==> config.mk <==
export PLATFORM = sky130hd
export DESIGN_NAME = reg_wb_scheduler_flat
export DESIGN_NICKNAME = d
export VERILOG_FILES = /design/src/rtl/reg_wb_scheduler_if.sv /design/src/rtl/reg_wb_scheduler.sv /design/src/flat_wrapper.sv
export SDC_FILE = /design/constraint.sdc
export NUM_CORES = 1
export LEC_CHECK = 0
export ABC_CLOCK_PERIOD_IN_PS = 3800
export BUFFER_PORTS_ARGS = -buffer_cell sky130_fd_sc_hd__buf_2
export CORE_MARGIN = 2
export CORE_UTILIZATION = 47
export DETAILED_ROUTE_END_ITERATION = 8
export HOLD_SLACK_MARGIN = 0.06
export PLACE_DENSITY_LB_ADDON = 0.2
export REMOVE_ABC_BUFFERS = 1
export SLEW_MARGIN = 25
export SYNTH_ARGS = -nofsm -noshare
export SYNTH_HDL_FRONTEND = slang
export SYNTH_SLANG_ARGS = --single-unit
==> constraint.sdc <==
create_clock -name clk -period 3.8 [get_ports clk]
set_input_delay 0.76 -clock clk [delete_from_list [all_inputs] [get_ports clk]]
set_output_delay 0.76 -clock clk [all_outputs]
set_load 0.01 [all_outputs]
==> src/rtl/reg_wb_scheduler_if.sv <==
`default_nettype none
// ============================================================================
//  Module   : reg_wb_scheduler_if
//  Purpose  : Bundles the issue-stage query, the two write-back request
//             channels and the register-file write port of the write-back
//             scheduler.
//  Ports    : ISS_*  issue-stage hazard query (stall returned)
//             WBA_*  in-order pipeline write-back channel (valid/ready)
//             WBB_*  long-latency unit write-back channel (valid/ready)
//             REG_*  registered register-file write port
//             SB_err sticky scoreboard error flag
//  Modports : slave  = scheduler view, master = requester/testbench view
//  Revision : 1.0 - initial release
// ============================================================================
interface reg_wb_scheduler_if #(
    parameter int AW = 5,
    parameter int DW = 32
);
    logic          ISS_valid;
    logic [AW-1:0] ISS_rs;
    logic [AW-1:0] ISS_rt;
    logic          ISS_use_rs;
    logic          ISS_use_rt;
    logic          ISS_wr;
    logic          ISS_long;
    logic [AW-1:0] ISS_rd;
    logic          ISS_stall;

    logic          WBA_valid;
    logic [AW-1:0] WBA_addr;
    logic [DW-1:0] WBA_data;
    logic          WBA_ready;

    logic          WBB_valid;
    logic [AW-1:0] WBB_addr;
    logic [DW-1:0] WBB_data;
    logic          WBB_ready;

    logic          REG_write_1;
    logic [AW-1:0] REG_address_wr;
    logic [DW-1:0] REG_data_wb_in1;
    logic          SB_err;

    modport slave (
        input  ISS_valid, ISS_rs, ISS_rt, ISS_use_rs, ISS_use_rt,
        input  ISS_wr, ISS_long, ISS_rd,
        output ISS_stall,
        input  WBA_valid, WBA_addr, WBA_data,
        output WBA_ready,
        input  WBB_valid, WBB_addr, WBB_data,
        output WBB_ready,
        output REG_write_1, REG_address_wr, REG_data_wb_in1, SB_err
    );

    modport master (
        output ISS_valid, ISS_rs, ISS_rt, ISS_use_rs, ISS_use_rt,
        output ISS_wr, ISS_long, ISS_rd,
        input  ISS_stall,
        output WBA_valid, WBA_addr, WBA_data,
        input  WBA_ready,
        output WBB_valid, WBB_addr, WBB_data,
        input  WBB_ready,
        input  REG_write_1, REG_address_wr, REG_data_wb_in1, SB_err
    );
endinterface
`default_nettype wire

==> src/rtl/reg_wb_scheduler.sv <==
`default_nettype none
// ============================================================================
//  Module   : reg_wb_scheduler
//  Purpose  : Write-back scheduler and scoreboard in front of the register
//             file's single write port. Arbitrates pipeline (A) against
//             long-latency (B) write-backs with a starvation guard for B,
//             registers the write port, and tracks registers awaiting a
//             long-latency result to stall RAW/WAW hazards at issue.
//  Ports    : clk        clock, all state on rising edge
//             SYS_reset  synchronous active-high reset
//             bus        reg_wb_scheduler_if.slave (issue, WBA, WBB, REG, SB)
//  Revision : 1.0 - initial release
// ============================================================================
module reg_wb_scheduler #(
    parameter int AW         = 5,
    parameter int DW         = 32,
    parameter int MAX_OUT    = 4,
    parameter int STARVE_MAX = 3
) (
    input  wire logic           clk,
    input  wire logic           SYS_reset,
    reg_wb_scheduler_if.slave   bus
);
    localparam int NREG = 1 << AW;
    localparam int CW   = $clog2(MAX_OUT + 1);
    localparam int SW   = $clog2(STARVE_MAX + 1);
    localparam logic [CW-1:0] C_MAX_OUT    = CW'(MAX_OUT);
    localparam logic [SW-1:0] C_STARVE_MAX = SW'(STARVE_MAX);

    logic [NREG-1:0] r_pending;
    logic [CW-1:0]   r_out_cnt;
    logic [SW-1:0]   r_starve_cnt;
    logic            r_reg_write;
    logic [AW-1:0]   r_reg_addr;
    logic [DW-1:0]   r_reg_data;
    logic            r_sb_err;

    logic            w_force;
    logic            w_a_ready;
    logic            w_b_ready;
    logic            w_a_xfer;
    logic            w_b_xfer;
    logic            w_stall;
    logic            w_iss_set;
    logic            w_b_hit;
    logic            w_b_clr;
    logic            w_b_err;
    logic [NREG-1:0] w_set_mask;
    logic [NREG-1:0] w_clr_mask;
    logic [NREG-1:0] w_pending_nxt;
    logic [AW-1:0]   w_wb_addr;
    logic [DW-1:0]   w_wb_data;

    // B is forced through once it has lost STARVE_MAX consecutive times;
    // at most one of the two channels can transfer in any cycle.
    assign w_force   = bus.WBB_valid & (r_starve_cnt == C_STARVE_MAX);
    assign w_a_ready = ~w_force;
    assign w_b_ready = ~bus.WBA_valid | w_force;
    assign w_a_xfer  = bus.WBA_valid & w_a_ready;
    assign w_b_xfer  = bus.WBB_valid & w_b_ready;

    // Hazard check uses registered scoreboard state only, so a clear landing
    // this cycle releases the stall one cycle later.
    assign w_stall = bus.ISS_valid &
                     ((bus.ISS_use_rs & r_pending[bus.ISS_rs]) |
                      (bus.ISS_use_rt & r_pending[bus.ISS_rt]) |
                      (bus.ISS_wr     & r_pending[bus.ISS_rd]) |
                      (bus.ISS_long & bus.ISS_wr & (r_out_cnt == C_MAX_OUT)));

    // Register 0 is never tracked, so it can never cause a stall.
    assign w_iss_set = bus.ISS_valid & ~w_stall & bus.ISS_wr & bus.ISS_long &
                       (bus.ISS_rd != '0);
    assign w_b_hit   = r_pending[bus.WBB_addr];
    assign w_b_clr   = w_b_xfer & w_b_hit;
    assign w_b_err   = w_b_xfer & ~w_b_hit;

    assign w_set_mask    = w_iss_set ? (NREG'(1) << bus.ISS_rd)   : '0;
    assign w_clr_mask    = w_b_clr   ? (NREG'(1) << bus.WBB_addr) : '0;
    assign w_pending_nxt = (r_pending & ~w_clr_mask) | w_set_mask;

    assign w_wb_addr = w_b_xfer ? bus.WBB_addr : bus.WBA_addr;
    assign w_wb_data = w_b_xfer ? bus.WBB_data : bus.WBA_data;

    always_ff @(posedge clk) begin
        if (SYS_reset) begin
            r_pending    <= '0;
            r_out_cnt    <= '0;
            r_starve_cnt <= '0;
            r_reg_write  <= 1'b0;
            r_reg_addr   <= '0;
            r_reg_data   <= '0;
            r_sb_err     <= 1'b0;
        end else begin
            r_pending <= w_pending_nxt;

            // Simultaneous set and clear cancel out.
            if (w_iss_set && !w_b_clr) begin
                r_out_cnt <= r_out_cnt + 1'b1;
            end else if (w_b_clr && !w_iss_set) begin
                r_out_cnt <= r_out_cnt - 1'b1;
            end

            if (!bus.WBB_valid || w_b_xfer) begin
                r_starve_cnt <= '0;
            end else if (r_starve_cnt != C_STARVE_MAX) begin
                r_starve_cnt <= r_starve_cnt + 1'b1;
            end

            // Address/data hold between transfers; a write to r0 is accepted
            // but never asserts the enable.
            if (w_a_xfer || w_b_xfer) begin
                r_reg_write <= (w_wb_addr != '0);
                r_reg_addr  <= w_wb_addr;
                r_reg_data  <= w_wb_data;
            end else begin
                r_reg_write <= 1'b0;
            end

            if (w_b_err) begin
                r_sb_err <= 1'b1;
            end
        end
    end

    assign bus.ISS_stall       = w_stall;
    assign bus.WBA_ready       = w_a_ready;
    assign bus.WBB_ready       = w_b_ready;
    assign bus.REG_write_1     = r_reg_write;
    assign bus.REG_address_wr  = r_reg_addr;
    assign bus.REG_data_wb_in1 = r_reg_data;
    assign bus.SB_err          = r_sb_err;

endmodule
`default_nettype wire
==> src/flat_wrapper.sv <==
// flat-port wrapper written by rule: the top's interface ports become plain ports
module reg_wb_scheduler_flat 
#(
    parameter int AW         = 5,
    parameter int DW         = 32,
    parameter int MAX_OUT    = 4,
    parameter int STARVE_MAX = 3
)
  (clk, SYS_reset, bus_ISS_valid, bus_ISS_rs, bus_ISS_rt, bus_ISS_use_rs, bus_ISS_use_rt, bus_ISS_wr, bus_ISS_long, bus_ISS_rd, bus_ISS_stall, bus_WBA_valid, bus_WBA_addr, bus_WBA_data, bus_WBA_ready, bus_WBB_valid, bus_WBB_addr, bus_WBB_data, bus_WBB_ready, bus_REG_write_1, bus_REG_address_wr, bus_REG_data_wb_in1, bus_SB_err);
  reg_wb_scheduler_if #(.AW(AW), .DW(DW)) bus_i ();
  input  wire logic clk;
  input  wire logic SYS_reset;
  input wire logic [$bits(bus_i.ISS_valid)-1:0] bus_ISS_valid;
  input wire logic [$bits(bus_i.ISS_rs)-1:0] bus_ISS_rs;
  input wire logic [$bits(bus_i.ISS_rt)-1:0] bus_ISS_rt;
  input wire logic [$bits(bus_i.ISS_use_rs)-1:0] bus_ISS_use_rs;
  input wire logic [$bits(bus_i.ISS_use_rt)-1:0] bus_ISS_use_rt;
  input wire logic [$bits(bus_i.ISS_wr)-1:0] bus_ISS_wr;
  input wire logic [$bits(bus_i.ISS_long)-1:0] bus_ISS_long;
  input wire logic [$bits(bus_i.ISS_rd)-1:0] bus_ISS_rd;
  output wire logic [$bits(bus_i.ISS_stall)-1:0] bus_ISS_stall;
  input wire logic [$bits(bus_i.WBA_valid)-1:0] bus_WBA_valid;
  input wire logic [$bits(bus_i.WBA_addr)-1:0] bus_WBA_addr;
  input wire logic [$bits(bus_i.WBA_data)-1:0] bus_WBA_data;
  output wire logic [$bits(bus_i.WBA_ready)-1:0] bus_WBA_ready;
  input wire logic [$bits(bus_i.WBB_valid)-1:0] bus_WBB_valid;
  input wire logic [$bits(bus_i.WBB_addr)-1:0] bus_WBB_addr;
  input wire logic [$bits(bus_i.WBB_data)-1:0] bus_WBB_data;
  output wire logic [$bits(bus_i.WBB_ready)-1:0] bus_WBB_ready;
  output wire logic [$bits(bus_i.REG_write_1)-1:0] bus_REG_write_1;
  output wire logic [$bits(bus_i.REG_address_wr)-1:0] bus_REG_address_wr;
  output wire logic [$bits(bus_i.REG_data_wb_in1)-1:0] bus_REG_data_wb_in1;
  output wire logic [$bits(bus_i.SB_err)-1:0] bus_SB_err;
  assign bus_i.ISS_valid = bus_ISS_valid;
  assign bus_i.ISS_rs = bus_ISS_rs;
  assign bus_i.ISS_rt = bus_ISS_rt;
  assign bus_i.ISS_use_rs = bus_ISS_use_rs;
  assign bus_i.ISS_use_rt = bus_ISS_use_rt;
  assign bus_i.ISS_wr = bus_ISS_wr;
  assign bus_i.ISS_long = bus_ISS_long;
  assign bus_i.ISS_rd = bus_ISS_rd;
  assign bus_ISS_stall = bus_i.ISS_stall;
  assign bus_i.WBA_valid = bus_WBA_valid;
  assign bus_i.WBA_addr = bus_WBA_addr;
  assign bus_i.WBA_data = bus_WBA_data;
  assign bus_WBA_ready = bus_i.WBA_ready;
  assign bus_i.WBB_valid = bus_WBB_valid;
  assign bus_i.WBB_addr = bus_WBB_addr;
  assign bus_i.WBB_data = bus_WBB_data;
  assign bus_WBB_ready = bus_i.WBB_ready;
  assign bus_REG_write_1 = bus_i.REG_write_1;
  assign bus_REG_address_wr = bus_i.REG_address_wr;
  assign bus_REG_data_wb_in1 = bus_i.REG_data_wb_in1;
  assign bus_SB_err = bus_i.SB_err;
  reg_wb_scheduler #(.AW(AW), .DW(DW), .MAX_OUT(MAX_OUT), .STARVE_MAX(STARVE_MAX)) u_core (.clk(clk), .SYS_reset(SYS_reset), .bus(bus_i));
endmodule
* Word level (Yosys, flattened, before mapping)
Index checks and enable logic that the tools add are counted.
Word-level totals: flip-flop bits (word level) 76, input bits 98, word-level logic and storage cells 72
Cells by class: $add $sub $neg 3, $lt $le $gt $ge 4, eq/ne operators 3, shift-type cells 2, multiplexer cells 14, bitwise logic cells 27, reductions and logical operators 12
Operator list (number):
- $mux W32 | 3
- $shl A1 B5 Y32 const A | 2
- $and A32 B32 Y32 | 1
- $not A32 Y32 | 1
- $or A32 B32 Y32 | 1
- $lt A5 B6 Y1 const B | 4
- $bmux W1 S5 | 4
- $and A1 B1 Y1 | 15
- $reduce_bool A5 Y1 | 2
- $mux W3 | 2
- $mux W5 | 1
- $not A1 Y1 | 5
- $mux W1 | 4
- $or A1 B1 Y1 | 4
- $reduce_or A2 Y1 | 2
- $add A3 B1 Y3 const B | 1
- $eq A3 B3 Y1 const B | 1
- $logic_not A1 Y1 | 3
- $sub A3 B1 Y3 const B | 1
- $add A2 B1 Y2 const B | 1
- $eq A2 B2 Y1 const B | 1
- $logic_and A1 B1 Y1 | 2
- $logic_or A1 B1 Y1 | 2
- $ne A2 B2 Y1 const B | 1
- $reduce_bool A2 Y1 | 1

* Depth between registers and ports, before layout
Gate-level depths: netlist (run 1).
depth after elaboration 16, mapped depth 14

* Worst setup path before layout (run 1)
OpenSTA, ideal clock, no wires.
kind input port to flip-flop, start point input bus_ISS_rt[1], end point register u_core.r_out_cnt[2], arrival 3.550 ns, required time 3.730 ns, slack 0.180 ns, stages 13, path buffers 1, cell sequence buf_2 mux4_2 mux2i_1 nor2_1 o211ai_2 nand2_4 nor4_1 ha_1 inv_1 fa_1 xor2_1 or3_1 a21oi_1
On the way: cells in the longest elaborated chain, start to end 15, elaborated cells between the ends (all ways) 17, classes of those cells 3 x mux; 10 x bitwise; 4 x reduce/logical
RTL lines:
- start: declaration | RTL line flat_wrapper.sv:15 | input wire logic [$bits(bus_i.ISS_rt)-1:0] bus_ISS_rt;
- $bmux W1 S5 * | RTL line reg_wb_scheduler.sv:66 | (bus.ISS_use_rt & r_pending[bus.ISS_rt]) |
- $mux W1 (not written as such) * | RTL line reg_wb_scheduler.sv:66
- $and A1 B1 Y1 * | RTL line reg_wb_scheduler.sv:66
- $or A1 B1 Y1 * | RTL line reg_wb_scheduler.sv:65 | ((bus.ISS_use_rs & r_pending[bus.ISS_rs]) |
- $or A1 B1 Y1 * | RTL line reg_wb_scheduler.sv:66
- $or A1 B1 Y1 * | RTL line reg_wb_scheduler.sv:67 | (bus.ISS_wr & r_pending[bus.ISS_rd]) |
- $and A1 B1 Y1 * | RTL line reg_wb_scheduler.sv:64 | assign w_stall = bus.ISS_valid &
- $not A1 Y1 * | RTL line reg_wb_scheduler.sv:71 | assign w_iss_set = bus.ISS_valid & ~w_stall & bus.ISS_wr & bus.ISS_long &
- $and A1 B1 Y1 * (4 in series) | RTL line reg_wb_scheduler.sv:71
- $logic_not A1 Y1 | RTL line reg_wb_scheduler.sv:99 | end else if (w_b_clr && !w_iss_set) begin
- $logic_and A1 B1 Y1 | RTL line reg_wb_scheduler.sv:99
- $reduce_bool A2 Y1 (no line)
- end signal: assignment | RTL line reg_wb_scheduler.sv:98 | r_out_cnt <= r_out_cnt + 1'b1;
- end signal: assignment | RTL line reg_wb_scheduler.sv:100 | r_out_cnt <= r_out_cnt - 1'b1;
- end: declaration | RTL line reg_wb_scheduler.sv:31 | logic [CW-1:0] r_out_cnt;
Mark *: on every way between the ends. The rest lies on a longest branch, timed or not. The select of a mux whose other input is x is not followed. A chain may end at the register's enable or synchronous reset.

* Final worst setup path (run 1)
start point input bus_ISS_rd[1], end point output bus_ISS_stall
On the way: cells in the longest elaborated chain, start to end 6
RTL lines:
- start: declaration | RTL line flat_wrapper.sv:20 | input wire logic [$bits(bus_i.ISS_rd)-1:0] bus_ISS_rd;
- $bmux W1 S5 | RTL line reg_wb_scheduler.sv:67
- $mux W1 (not written as such) | RTL line reg_wb_scheduler.sv:67
- $and A1 B1 Y1 | RTL line reg_wb_scheduler.sv:67
- $or A1 B1 Y1 | RTL line reg_wb_scheduler.sv:66
- $or A1 B1 Y1 | RTL line reg_wb_scheduler.sv:67
- $and A1 B1 Y1 | RTL line reg_wb_scheduler.sv:64
- end: declaration | RTL line flat_wrapper.sv:21 | output wire logic [$bits(bus_i.ISS_stall)-1:0] bus_ISS_stall;
No other way between the ends. The select of a mux whose other input is x is not followed.

==> results.txt, run 1 <==
- Measured along the y axis, the die boundary spans 104 um.
* Final setup vio count: 0
- Setup slack closes at 0.146 ns.
- Arrival time at the worst endpoint: 2.89 ns
- Total Die Area: 10800 sq um
- Core Area: 9730 sq um
- Distinct cell type count after synthesis: 46
* Routed length per instance: 19.0 um
- The root buffer cell chosen for the clock tree is clkbuf_8.
- The min-delay analysis places its worst path in the category flip-flop to flip-flop.
- For the pin with the worst max-slew slack, the measured transition is 0.855 ns.
* Count of non-filler cells in the finished layout: 765
- By area, the combinational part of the netlist is dominated by multiplexers.
- Clock Pin Slew Worst Setup and Hold Paths: roughly 0.090 ns
- Result of the run: complete, no violations
* Initial antenna violation count: 0
- Global routing consumed, over all layers together, a little over a quarter of the routing resources.
* Synth-to-Final Area Change: 21.3%
- Highest clock frequency the design can meet: 0.274 GHz
- Die outline width: 104 um
- Wire length of the first global-routing pass: 23300 um
- STA classifies the critical path startpoint as an input port.
- Max-slew violation count: 0
- Total of max-cap violations: 0
- Compound-cell area share of the yosys netlist: 15.7%
- Required time of the critical path: 3.04 ns
- Vias in the first global route: 4341
- After synthesis the netlist holds a flip-flop and latch count of 76.
* Commonest cells in the netlist: dfxtp_1, o21ai_0, nand2_1
- Total number of H-tree levels: 3
- In the routed design, unresolved DRC markers number 0.
- In the post-synthesis netlist, the biggest area contributors are dfxtp_1, mux4_2, mux2i_1.
- dfxtp_1 takes more of the synthesized area than any other cell.
* Routed wire length: 14600 um
- Xor and xnor area share after synthesis: less than 1%
- Router iterations before antenna repair: 6
- Along the worst path, the maximum fanout reaches 32.
* Vias/cell: about 6
- After the first detailed-routing iteration, the DRC count stood at about 390.
- Mux share of post-synthesis cell area: 26.9%
- Fraction of the cycle the final worst path needs: around 96%
- Entering global routing, the biggest net connects 39 pins.
- Unrepaired setup endpoints after global routing: no
- For the final database, setup skew stands at 0.0132 ns.
- Min Clock Period, post-route: 3.65 ns
- Endpoints failing hold: 0
* Ys async rst share: 0%
* Maximum buffer depth of the clock tree: 2
- Net count of the finished layout: 728
* Seq/Total Area, Yosys: 32.4%
- The tightest hold path in the finished design has a slack of 0.442 ns.
- The number of clock buffers added by TritonCTS is 9.
- I/O pins: 140
- Clock tree from TritonCTS: built
- Clock insertion delay at the later pin of the skew report: approximately 0.36 ns
- STA classifies the critical path endpoint as an output pin.
- Pre-CTS setup slack: -0.131 ns
- Post-synthesis simple-gate area fraction: between 10% and 20%
- Overall power consumption after layout is estimated at 1740 uW.
* GPL Wtd Cong: 1.00
* Worst slew slack as a fraction of its limit: 42.8%
* Worst Path Class, Setup: input port to output pin
- Number of enable flip-flop cells after synthesis: 0
- Initial Utilization: 48.2%
- For this design the ratio of total power to cell area is 306 nW/um^2.
- Global-route congestion overflow total: 0
- Worst vdd ir: 165 uV
- Cell Area, Synth: 4690 sq um
- Arithmetic-cell share of the synthesized area counting full adders, half adders and majority gates: 0.960%
* Port-buffer cells: 139
* Main flop type after synthesis: dfxtp_1
* Fraction of final layout cells with drive strength greater than 1: between 30% and 40%
- Summed over all nets, the half-perimeter wirelength after detailed placement is roughly 11000 um.
- Yosys printed 0 warnings.
* FP Rows: 36
- Via count of the routed design: 4550
- Static leakage power: 0.00232 uW
- The detail route stage leaves a number of antenna-violating nets equal to 0.
- In the synthesized netlist, the number of instances is around 500.
* Placed cell count: 749
- Ant. Diodes: 0
- Per-instance average area after synthesis: between 9 and 10 sq um
- # clock sinks: 76
* Area share of the largest cell type after synthesis: 32.4%
-- critical path: stages --
cell	delay (ns)
buf_2	0.17
buf_12	0.16
mux2i_1	0.11
mux4_2	0.46
nor2b_1	0.16
o31a_1	0.32
o22ai_4	0.17
buf_6	0.30
o21a_1	0.15
buf_2	0.12
-- routing by layer --
layer | vias to the layer above | share of wire, % | global-route usage [%]
met2 | 277 | 46 | 43.6
met5 | - | 0 | 0
li1 | 2083 | - | -
met4 | 0 | 3.6 | 11.2
met3 | 47 | 9.8 | 7.14
met1 | 2143 | 41 | 35.5
-- flip-flops by register name, summed over array words and instances, names as in the netlist --
register                    flops
u_core.r_out_cnt                3
u_core.r_pending               32
u_core.bus.REG_data_wb_in1     32
u_core.bus.REG_write_1          1
u_core.bus.REG_address_wr       5
u_core.bus.SB_err               1
u_core.r_starve_cnt             2
-- metrics by stage --
| stage | utilization (%) | setup TNS (ns) | instance area, sq um |
|---|---|---|---|
| after global routing | 58.5 | 0 | 5690 |
| final | 58.5 | 0 | 5690 |
| after CTS | 58.4 | 0 | 5680 |
| after floorplan | - | 0 | 4480 |
| after global placement | 56.5 | -0.0178 | 5500 |
| after detailed placement | 56.6 | -0.131 | 5500 |
-- cells by family (layout without fill, tap and decap cells) --
logic type / after synthesis / in the layout
and+or+nand+nor: 171 / 171
AOI/OAI and AO/OA: 116 / 116
muxes: 86 / 86
DFF: 76 / 76
buffers and inverters: 44 / 178
adders and majority gates: 3 / 3
xor gates and xnor gates: 2 / 2
-- repair_timing --
action | CTS | global route
gates resized for setup | 0 | 1
endpoints found under the hold margin | 0 | 0
buffers inserted | 0 | 0
hold buffers | 0 | 0
endpoints found under the setup margin | 0 | 1
-- cells in the final DEF (no fill, tap or decap), drive strengths merged, types with 7 or more instances in the layout --
cell and n:
inv 9, mux2i 52, mux4 32, nor2 20, o21ai 85, nand2b 7
clkbuf 9, dfxtp 76, buf 157, or3 7, o31ai 14, nor2b 36
nand2 63, nand4 17
-- final timing paths --
kind / end / depth (start not counted) / startpoint / slack [ns]
hold / removal: u_core.r_starve_cnt[0] / 1 / u_core.r_starve_cnt[0] / 0.44
setup reg to reg: u_core.r_out_cnt[2] / 12 / u_core.r_pending[26] / 0.38
hold reg to reg: u_core.r_starve_cnt[0] / 1 / u_core.r_starve_cnt[0] / 0.44
setup / recovery: bus_ISS_stall / 10 / bus_ISS_rd[1] / 0.15
-- power breakdown --
group | internal, uW | switching [uW]
Combinational | 131 | 172
Sequential | 831 | 17.8
Clock | 247 | 340
-- final cells by class --
class	count	area, sq um
Tap cell	133	166
Inverter	5	18.8
Fill cell	910	4040
Clock inverter	7	57.6
Sequential cell	76	1520
Timing Repair Buffer	157	847
Multi-Input combinational cell	378	2950
Clock buffer	9	124
Power figures use the tool's default switching activity.
==> run 2: changes to the inputs <==
==> constraint.sdc (replaced) <==
create_clock -name clk -period 3.8 [get_ports clk]
set_input_delay 0.38 -clock clk [delete_from_list [all_inputs] [get_ports clk]]
set_output_delay 0.38 -clock clk [all_outputs]
set_load 0.01 [all_outputs]
==> results.txt, run 2 (same netlist as run 1, synthesis figures left out) <==
- The flow ran to the end, and the final reports show no timing, DRC or antenna violations.
- The clock tree synthesis step divided the H-tree into 3 levels.
- The number of clock buffers added by TritonCTS is 9.
- The number of hold violations in the final report is 0.
- Via count of the routed design: between 4000 and 5000
- Number of cells upsized or downsized after cts: 0
* Amount of wire on met3 after detailed routing: 1390 um
* Min Clock Period, post-route: 3.31 ns
* Routed wire length: 14300 um
- Ant. Diodes: 0
- The analysis attributes to cell leakage a power of 0.00230 uW.
- In this run the top signal layer used is met4.
* Die Ht: 104 um
- Clock skew on the completed layout was measured at 0.0100 ns.
* Unrepaired setup endpoints after global routing: no
- Relative to the synthesized area, the layout overhead comes to 20.6%.
- Category of cells accounting for the largest share of critical-path delay: simple AND/OR/NAND/NOR gates
- For this design, the sink count on the clock tree is 76.
* CP Launch Point: u_core.r_pending[11]
- Core Area: 9730 sq um
- In this run the register-to-register setup slack is 0.49 ns.
- The final max-slew violation count was 0.
- At the end of routability-driven placement, the weighted congestion stood at 0.988.
- Headroom to the max-slew limit came out at 34.5%.
* Total of max-cap violations: 0
* Wire length of the first global-routing pass: 22400 um
- The worst hold path belongs to the class input port to flip-flop.
- DP Wirelength: approximately 11000 um
- For this run the aggregate overflow at the end of global routing stands at 0.
- FP Rows: 36
* Worst Path Class, Setup: flip-flop to flip-flop
- The number of global-route vias before repair came to 4257.
- The die covers between 10000 and 15000 sq um.
- Number of buffer and inverter instances along the worst setup path: 1
* Most frequent cells in the layout: buf_2, o21ai_0, dfxtp_1, nand2_1, mux2i_1
- The signal on the critical path passes through mux4_2 -> nor2b_1 -> a211oi_1 -> o31a_1 -> o22ai_4 -> nor4_1 -> ha_1 -> inv_1 -> fa_1 -> xor2_1 -> or3_1 -> a21oi_1.
* Critical Path Fanout Max: 5
* Maximum buffer depth of the clock tree: 2
- Port buffering added 139 buffers.
* Max stage delay cell, worst path: mux4_2
* Min setup slack post-route: 0.488 ns
* Setup Buffers After CTS: 0
- STA puts the critical path data required time at between 4 and 5 ns.
- I/O pins: 140
- Routed Antenna Nets: 0
* Nature of the critical path startpoint: flip-flop
* Clock tree from TritonCTS: built
* Arrival time at the worst endpoint: approximately 3.6 ns
* Maximum number of pins on one net before global-route repair: 39
- For the final routed database, the setup TNS stands at 0 ns.
* Vias/cell: a little under 6
* Die outline width: 104 um
- Worst vdd ir: 195 uV
* Worst-Margin Slew: just under 1 ns
* Worst path max stage delay: 0.49 ns
- After layout, the worst path uses 87.2% of the clock period.
- Starting DRT DRC Count: 388
- For this run, design rule violations remaining after detail routing come to 0.
- Most common cell after layout, fill and taps aside: buf_2
* Initial antenna violation count: 0
* Final setup vio count: 0
* Net count of the finished layout: ~700
- The routed design uses 6760 um of met2 wire.
- For this configuration, the core starts out at a cell density of 48.2%.
- Hold_buf cts: 0
- Pre-CTS setup slack: 0.189 ns
- In this run the clock root is driven by a clkbuf_8.
- At the later pin of the worst-skew pair, clock insertion delay measures 0.36 ns.
* Fraction of final layout cells with drive strength greater than 1: 34.9%
- For this block, wires on met1 add up to 5650 um.
* Routed length per instance: 19.0 um
* Global Route Usage Sum: 26.0%
- Placed cell count: 739
* Router iterations before antenna repair: 5
- Cell area power density: 334 nW/um^2
- Count of non-filler cells in the finished layout: 754
- Clock Pin Slew Worst Setup and Hold Paths: approximately 0.08 ns
- Startpoint of the worst-slack reg-to-reg timing path: u_core.r_pending[11]
* Highest clock frequency the design can meet: 0.302 GHz
- Worst Hold Launch: bus_WBA_data[12]
- Crit. End Element: flip-flop
run 2: changes by cell type in the layout (fill, tap and decap cells not counted), sizes merged:
cell / before / now
buf: 157 / 147
inv: 9 / 6
clkinvlp: 2 / 0
clkinv: 1 / 2
bufinv: 0 / 3
run 2: metal layers:
metal	track usage, %	vias up
met5	0	-
met2	42.6	273
met3	4.76	52
li1	-	2069
met1	33.6	2102
met4	11.4	0
run 2: worst reg2reg max path, delay by kind of cell, from the launching register on:
family,cells,cell delay (ns)
mux,1,0.49
flops,1,0.40
compound gates,4,0.67
xor+xnor,1,0.17
simple gates,3,0.84
buf+inv,1,0.06
fa+ha+maj,2,0.62
run 2: power breakdown:
| group | leakage, uW | internal, uW | total (uW) | switching [uW] |
|---|---|---|---|---|
| logic | 0.00156 | 124 | 293 | 169 |
| clock network | 0.000120 | 435 | 747 | 312 |
| registers | 0.000622 | 831 | 849 | 18.5 |
run 2: area by class of cell:
cell class,count,area (sq um)
Fill cell,921,4070
Clock inverter,6,113
Tap cell,133,166
Sequential cell,76,1520
Multi-Input combinational cell,378,2960
Inverter,5,18.8
Clock buffer,9,124
Timing Repair Buffer,147,756
run 2: stage by stage:
step	cell area, sq um	power [uW]	hold slack, ns	util [%]
floorplan	4480	999	0.405	-
global placement	5410	1150	0.415	55.6
detailed placement	5420	1160	0.424	55.7
CTS	5660	1900	0.296	58.1
global route	5660	1960	0.303	58.1
finish	5660	1890	0.300	58.1
run 2: final timing paths:
check	to	depth (start not counted)
setup / recovery	u_core.r_out_cnt[2]	12
hold / removal	u_core.bus.REG_data_wb_in1[12]	3
hold reg to reg	u_core.r_starve_cnt[0]	1
setup reg to reg	u_core.r_out_cnt[2]	12
